`src/rtl/sag_seq.sv`:
```
// Bit-serial sheep-and-goats engine: one data bit per clock, SAG in one pass,
// non-reversing SAG as two chained passes (data pass, then re-SAG by compressed control).
module sag_seq #(
  parameter int unsigned WIDTH = 8
) (
  input  logic             clk_i,
  input  logic             rst_i,
  input  logic             in_valid_i,
  output logic             in_ready_o,
  input  logic             in_mode_i,
  input  logic [WIDTH-1:0] in_data_i,
  input  logic [WIDTH-1:0] in_ctrl_i,
  input  logic             flush_i,
  output logic             out_valid_o,
  input  logic             out_ready_i,
  output logic [WIDTH-1:0] out_data_o,
  output logic [WIDTH-1:0] out_ctrl_o,
  output logic             busy_o
);

  localparam int unsigned IW = (WIDTH > 1) ? $clog2(WIDTH) : 1;
  localparam logic [IW-1:0] LastIdx = IW'(WIDTH - 1);

  typedef enum logic [1:0] {StIdle, StPass1, StPass2, StDone} state_e;

  state_e           state_q, state_d;
  logic             mode_q, mode_d;
  logic [WIDTH-1:0] d_q, d_d, c_q, c_d;
  logic [WIDTH-1:0] res_q, res_d, cres_q, cres_d;
  logic [WIDTH-1:0] out_data_q, out_data_d, out_ctrl_q, out_ctrl_d;
  logic [IW-1:0]    i_q, i_d, j_q, j_d, k_q, k_d;

  logic             cur_bit, cur_ctl, last;
  logic [WIDTH-1:0] res_step, cres_step;

  always_comb begin
    cur_bit   = d_q[i_q];
    cur_ctl   = c_q[i_q];
    last      = (i_q == LastIdx);
    res_step  = res_q;
    cres_step = cres_q;
    // Ones fill upward from the LSB, zeros fill downward from the MSB.
    if (cur_ctl) begin
      res_step[j_q]  = cur_bit;
      cres_step[j_q] = 1'b1;
    end else begin
      res_step[k_q]  = cur_bit;
      cres_step[k_q] = 1'b0;
    end
  end

  always_comb begin
    state_d    = state_q;
    mode_d     = mode_q;
    d_d        = d_q;
    c_d        = c_q;
    res_d      = res_q;
    cres_d     = cres_q;
    out_data_d = out_data_q;
    out_ctrl_d = out_ctrl_q;
    i_d        = i_q;
    j_d        = j_q;
    k_d        = k_q;

    if (flush_i) begin
      state_d = StIdle;
    end else begin
      case (state_q)
        StIdle: begin
          if (in_valid_i) begin
            mode_d  = in_mode_i;
            d_d     = in_data_i;
            c_d     = in_ctrl_i;
            res_d   = '0;
            cres_d  = '0;
            i_d     = '0;
            j_d     = '0;
            k_d     = LastIdx;
            state_d = StPass1;
          end
        end
        StPass1, StPass2: begin
          res_d = res_step;
          if (state_q == StPass1) cres_d = cres_step;
          i_d = i_q + IW'(1);
          // Pointers hold on the final bit so they never leave [0, WIDTH-1].
          if (!last && cur_ctl)  j_d = j_q + IW'(1);
          if (!last && !cur_ctl) k_d = k_q - IW'(1);
          if (last) begin
            i_d = '0;
            j_d = '0;
            k_d = LastIdx;
            if (state_q == StPass1 && mode_q) begin
              d_d     = res_step;
              c_d     = cres_step;
              res_d   = '0;
              state_d = StPass2;
            end else begin
              out_data_d = res_step;
              out_ctrl_d = (state_q == StPass1) ? cres_step : cres_q;
              state_d    = StDone;
            end
          end
        end
        StDone: begin
          if (out_ready_i) state_d = StIdle;
        end
        default: state_d = StIdle;
      endcase
    end
  end

  always_ff @(posedge clk_i or posedge rst_i) begin
    if (rst_i) begin
      state_q    <= StIdle;
      mode_q     <= 1'b0;
      d_q        <= '0;
      c_q        <= '0;
      res_q      <= '0;
      cres_q     <= '0;
      out_data_q <= '0;
      out_ctrl_q <= '0;
      i_q        <= '0;
      j_q        <= '0;
      k_q        <= '0;
    end else begin
      state_q    <= state_d;
      mode_q     <= mode_d;
      d_q        <= d_d;
      c_q        <= c_d;
      res_q      <= res_d;
      cres_q     <= cres_d;
      out_data_q <= out_data_d;
      out_ctrl_q <= out_ctrl_d;
      i_q        <= i_d;
      j_q        <= j_d;
      k_q        <= k_d;
    end
  end

  assign in_ready_o  = (state_q == StIdle);
  assign out_valid_o = (state_q == StDone);
  assign busy_o      = (state_q == StPass1) || (state_q == StPass2);
  assign out_data_o  = out_data_q;
  assign out_ctrl_o  = out_ctrl_q;

endmodule

```
`config.mk`:
```
export PLATFORM = sky130hd
export DESIGN_NAME = sag_seq
export DESIGN_NICKNAME = d
export VERILOG_FILES = /design/src/rtl/sag_seq.sv
export SDC_FILE = /design/constraint.sdc
export NUM_CORES = 1
export LEC_CHECK = 0
export BUFFER_PORTS_ARGS = -buffer_cell sky130_fd_sc_hd__clkbuf_2
export CORE_MARGIN = 2
export CORE_UTILIZATION = 48
export CTS_CLUSTER_SIZE = 30
export DETAILED_ROUTE_END_ITERATION = 7
export GPL_TIMING_DRIVEN = 0
export HOLD_SLACK_MARGIN = 0.02
export PLACE_DENSITY_LB_ADDON = 0.12
export SYNTH_ARGS = -nofsm -noshare
export SYNTH_HDL_FRONTEND = slang
export SYNTH_SLANG_ARGS = --single-unit
```
`constraint.sdc`:
```
create_clock -name clk_i -period 2.9 [get_ports clk_i]
set_clock_uncertainty 0.2 [all_clocks]
set_input_delay 0.435 -clock clk_i [delete_from_list [all_inputs] [get_ports clk_i]]
set_output_delay 0.435 -clock clk_i [all_outputs]
set_load 0.01 [all_outputs]
```
# ---- Yosys cells after proc, flatten, opt, wreduce, memory -nomap -nowiden
# Index checks and enable logic that the tools add are counted.
dict set report classes {
  n_addsub 3
  magnitude_cmp 5
  n_eq_ne 12
  mux 42
  bitwise 5
  n_reduce_logical 18
}
# cell n
set ops {}
lappend ops {{2-to-1 mux 8 bit} 12}
lappend ops {{case mux 8 bit (2 select lines)} 4}
lappend ops {{2-to-1 mux 3 bit} 7}
lappend ops {{case mux 3 bit (2 select lines)} 3}
lappend ops {{bitwise mux 8 bit} 2}
lappend ops {{less-than comparator 3 x 4 -> 1 bit (second input constant)} 3}
lappend ops {{AND reduction 4 bit} 3}
lappend ops {{!= test 3 bit (second input constant)} 3}
lappend ops {{AND reduction 3 bit} 3}
lappend ops {{AND 8 bit} 1}
lappend ops {{2-to-1 mux 2 bit} 4}
lappend ops {{inverter 8 bit} 1}
lappend ops {{OR 8 bit} 1}
lappend ops {{adder 3 x 1 -> 3 bit (second input constant)} 2}
lappend ops {{binary-select mux 1 bit (select 3 bit)} 2}
lappend ops {{demux 1 bit (select 3 bit)} 2}
lappend ops {{>= comparator 3 x 1 -> 1 bit (second input constant)} 2}
lappend ops {{!= test 2 bit (second input constant)} 3}
lappend ops {{!= test 3 x 2 -> 1 bit (second input constant)} 2}
lappend ops {{case mux 2 bit (3 select lines)} 1}
lappend ops {{logical AND 1 bit} 5}
lappend ops {{2-to-1 mux 1 bit} 5}
lappend ops {{AND reduction 5 bit} 1}
lappend ops {{equality test 2 bit (second input constant)} 2}
lappend ops {{other kinds (9)} 11}
dict set report totals {
  register_bits 60
  in_bits 22
  output_inout_bits 19
  elab_cells 96
}

# ---- Longest topological paths before layout
dict set report depth {
  word_depth 10
  ltp_mapped 10
  mapped_depth_nobuf 7
}

# ---- Worst setup path after synthesis
# OpenSTA, ideal clock, no wires.
dict set report synth_timing {
  kind {flip-flop to flip-flop}
  start {register state_q[0]}
  end {register c_q[4]}
  setup_time_ns 0.128
  t_arrival_ns 2.141
  slack_ns 0.431
  stages_incl_launch_ff 10
  path_buffers 3
  cell_sequence {dfrtp_1 > inv_1 > ha_1 > buf_2 > mux2i_1 > or4b_1 > clkbuf_1 > clkbuf_1 > a211oi_1 > nor3_1}
}
dict set report synth_between {
  elab_chain_len 4
  elab_cells_between_ends 11
}
# element line
set synth_lines {}
lappend synth_lines {{from (decl)} 26} ;# state_e state_q, state_d;
lappend synth_lines {{from (signal assigned)} 115} ;# state_q <= StIdle;
lappend synth_lines {{from (signal assigned)} 127} ;# state_q <= state_d;
lappend synth_lines {{equality test 2 x 1 -> 1 bit / equality test 2 bit (equally long branches)} {68, 93}}
lappend synth_lines {{OR reduction 2 bit / logical AND 1 bit (equally long branches)} {68, 93}}
lappend synth_lines {{!= test 2 bit (no source line) / nonzero test 2 bit (equally long branches)} --}
lappend synth_lines {{AND reduction 5 bit (no source line)} --}
lappend synth_lines {{to (signal assigned)} 118} ;# c_q <= '0;
lappend synth_lines {{to (signal assigned)} 130} ;# c_q <= c_d;
lappend synth_lines {{to (decl)} 28} ;# logic [WIDTH-1:0] d_q, d_d, c_q, c_d;
# Several ways; a longest one is shown, not always the timed one.
# A chain may end at the register's enable or synchronous reset.

# ---- Worst setup path in the final report
dict set report layout_timing {
  start {register state_q[1]}
  end {register c_q[5]}
}
# Same word-level chain as after synthesis.

==> flow_summary.json <==
{
  "status": "finished clean",
  "period_minus_slack_ns": 2.75,
  "worst_slew_pin_slew_ns": 0.879,
  "first_pass_grt_wire_length_mm": 16.6,
  "max_freq_ghz": 0.363,
  "worst_hold_startpoint": "in_mode_i",
  "switching_power_w": 0.00106,
  "via_count": 3248,
  "yosys.area.top_type": "sky130_fd_sc_hd__dfrtp_1",
  "timing_hold_violations_final": 0,
  "wl_mm": 10.5,
  "synth-warning-count": 0,
  "leakage_nw": 1.80,
  "whs_path_depth": 2,
  "yosysTopAreaCellShare_pct": 42.2,
  "cellInternalPower_w": 0.00187,
  "syn-mean-instance-area_um2": 9.46,
  "synth_cell_type_count": 56,
  "die_outline_width_um": 90.1,
  "worst_setup_path_endpoint": "c_q[5]",
  "sw_frac_of_total_pct": 36.2,
  "cp.arrival_ns": 2.81,
  "worst-path-stages": 9,
  "ff2ff_setup_slack_ns": 0.15,
  "number_of_flip_flops_and_latches_in_the_synthesized_netlist": 60,
  "report.final.setup_viol": 0,
  "cts_htree_levels": 3,
  "timing.critical_path.from": "state_q[1]",
  "antenna_found_initial": 0,
  "cts_made_buffers": 9,
  "num_io_pins": 41,
  "cts_buffer_depth": 2,
  "r2r_start": "state_q[1]",
  "startpoint_type": "flip-flop",
  "synth_enable_flop_cells": 0,
  "fp-row-count": 31,
  "yosysSeqAreaShare_pct": 42.2,
  "clock_insertion_delay_worst_skew_ns": 0.35,
  "timing.hold.worst.class": "input port to flip-flop",
  "crit_path_top_delay_cell": "sky130_fd_sc_hd__a21oi_1",
  "number_of_max_slew_violations_in_the_final_report": 0,
  "drt-pass1-iter-count": 5,
  "slew_headroom_pct": 40.9,
  "dr.first_iter.drc_count": 269,
  "grt_setup_unrepaired": "true",
  "cts.root.buffer_cell": "sky130_fd_sc_hd__clkbuf_8",
  "die_h_um": 90.1,
  "cp-end-kind": "flip-flop",
  "cp_max_fo": 9,
  "yosys.cell_count.top_type": "sky130_fd_sc_hd__dfrtp_1",
  "fin_area_mm2": 0.00417,
  "start_util_pct": 49.3,
  "drc": 0,
  "drt-vias-per-instance": 6.11,
  "dp_hpwl_mm": 7.63,
  "sequentialPowerShare_pct": 36.3,
  "syn_inst": 376,
  "comb_power_share_pct": 33.1,
  "grt-ovfl-total": 0,
  "drive_gt1_share_pct": 23.1,
  "globalRouteTotalUtil_pct": 26.5,
  "syn_area_mm2": 0.00356,
  "timing.critical_path.buf_inv": 3,
  "routabilityCongestion": 0.906,
  "clock_tree_from_tritoncts": "built",
  "clockPowerShare_pct": 30.7,
  "wire_per_inst_um": 19.7,
  "post_cts.repair.setup_buffers": 0,
  "crit_chain": "inv_1, ha_1, buf_2, mux2i_1, or2_2, clkbuf_1, a21oi_1, nor2_1, a211oi_1",
  "synthesis.nets": 405,
  "netlist_top_cells_area": "sky130_fd_sc_hd__dfrtp_1 (42%), sky130_fd_sc_hd__nand2_1 (3.9%), sky130_fd_sc_hd__o21ai_0 (3.0%)",
  "clkTransAtPathRegs_ns": 0.07,
  "path_delay_family": "compound AO/OA/AOI/OAI gates",
  "design.die.area_mm2": 0.00812,
  "finalCritPeriodShare_pct": 94.9,
  "synth.cells.most_frequent": "sky130_fd_sc_hd__dfrtp_1 (60), sky130_fd_sc_hd__nand2_1 (37), sky130_fd_sc_hd__nor2_1 (27), sky130_fd_sc_hd__o21ai_0 (21)",
  "slowest_delay_ns": 0.61,
  "cts_num_sinks": 60,
  "place_ws_ns": -0.229,
  "cap_viol_max_count": 0,
  "design.core.area_mm2": 0.00721,
  "async_reset_ff_share_pct": 100,
  "cp.required_ns": 2.96,
  "syn_to_final_growth_pct": 17.3,
  "design.final.nets": 457,
  "antenna_cells": 0,
  "leading_register_cell_type_out_of_synthesis": "sky130_fd_sc_hd__dfrtp_1",
  "powerDensity_mw_per_mm2": 701,
  "worst_r2r_endpoint": "c_q[5]",
  "reg2regPathDepth": 9,
  "power.ir.vdd_worst_uv": 278,
  "grt_start_max_net_pins": 33,
  "route.antenna.remaining_nets": 0,
  "first_global_vias": 3095,
  "finalWorstSetupSlack_ns": 0.147,
  "placed_area_mm2": 0.00390,
  "final.hold.worst_slack_ns": 0.128,
  "i_o_buffers": 40,
  "setup.worst_path.class": "flip-flop to flip-flop"
}
## through the flow
step	instances	setup TNS [ns]	util, %	power (W)
after floorplan	376	0	-	0.00176
after global placement	515	-0.328	53.8	0.00198
after detailed placement	516	-0.684	54.1	0.00201
after CTS	533	0	57.7	0.00291
after global routing	532	-0.0972	57.8	0.00307
final	532	0	57.8	0.00292
## routing by layer
layer / share of wire, % / global-route usage [%]
met1: 46 / 38.3
met2: 43 / 37.9
met3: 7.3 / 6.12
met4: 3.5 / 12.1
met5: 0 / 0
## placed cells by master, fill, tap and decap left out, drive strengths merged, types with 2 or more instances in the layout
master	instances
a211o	2
a211oi	12
a21o	2
a21oi	14
a221o	5
a22o	10
a31oi	3
a32oi	2
buf	11
bufinv	2
clkbuf	67
clkinv	2
dfrtp	60
ha	7
inv	13
mux2	4
mux2i	5
mux4	2
nand2	37
nand2b	11
nand3	12
nand4	4
nor2	27
nor2b	5
nor3	16
nor3b	8
nor4	10
o211ai	3
o21ai	21
o221ai	12
o311ai	7
o31ai	13
or2	8
or4b	4
## worst register-to-register path: stages, from the launching register on
cell and delay, ns:
sky130_fd_sc_hd__dfrtp_1 0.38, sky130_fd_sc_hd__inv_1 0.08, sky130_fd_sc_hd__ha_1 0.28, sky130_fd_sc_hd__buf_2 0.19
sky130_fd_sc_hd__mux2i_1 0.14, sky130_fd_sc_hd__or2_2 0.28, sky130_fd_sc_hd__clkbuf_1 0.16, sky130_fd_sc_hd__a21oi_1 0.61
sky130_fd_sc_hd__nor2_1 0.09, sky130_fd_sc_hd__a211oi_1 0.24
## final cells by class
type	count	area [um2]
Sequential cell	60	1500
Timing Repair Buffer	42	230
Multi-Input combinational cell	277	1900
Fill cell	676	3040
Clock inverter	4	70.1
Clock buffer	12	165
Tap cell	99	124
Inverter	13	48.8
Buffer	25	128
## how the worst min path moves through the flow
stage | to
after floorplan | d_q[2]
after global placement | d_q[0]
after detailed placement | d_q[0]
after CTS | mode_q
after global routing | mode_q
final | mode_q
## what timing repair did
item                                   in CTS  in global routing
endpoints found under the hold margin      28                  0
setup endpoints to repair                  21                 29
gates resized for setup                     7                  7
hold buffers                                1                  0
## power by group through the flow
stage / Combinational [W] / Sequential (W) / Clock (W)
after floorplan: 0.000716 / 0.00104 / 0
after global placement: 0.000912 / 0.00107 / 0
after detailed placement: 0.000933 / 0.00107 / 0
after CTS: 0.000944 / 0.00106 / 0.000903
after global routing: 0.00105 / 0.00108 / 0.000947
final: 0.000967 / 0.00106 / 0.000896
## sequential cells by signal (all words and copies together) (netlist names)
signal and count:
out_data_o 8, c_q 8, d_q 8, out_ctrl_o 8, i_q 3, cres_q 8, state_q 2, j_q 3
res_q 8, mode_q 1, k_q 3
## cells by family after synthesis
| kind of cell | after synthesis | synth area share, % |
|---|---|---|
| multiplexers | 11 | 4.36 |
| adder cells (fa/ha/maj) | 7 | 2.46 |
| AO/OA/AOI/OAI | 114 | 24.0 |
| buffers and inverters | 39 | 4.82 |
| AND/OR/NAND/NOR | 145 | 22.1 |
| flip-flops | 60 | 42.2 |
(Power assumes the default switching activity.)
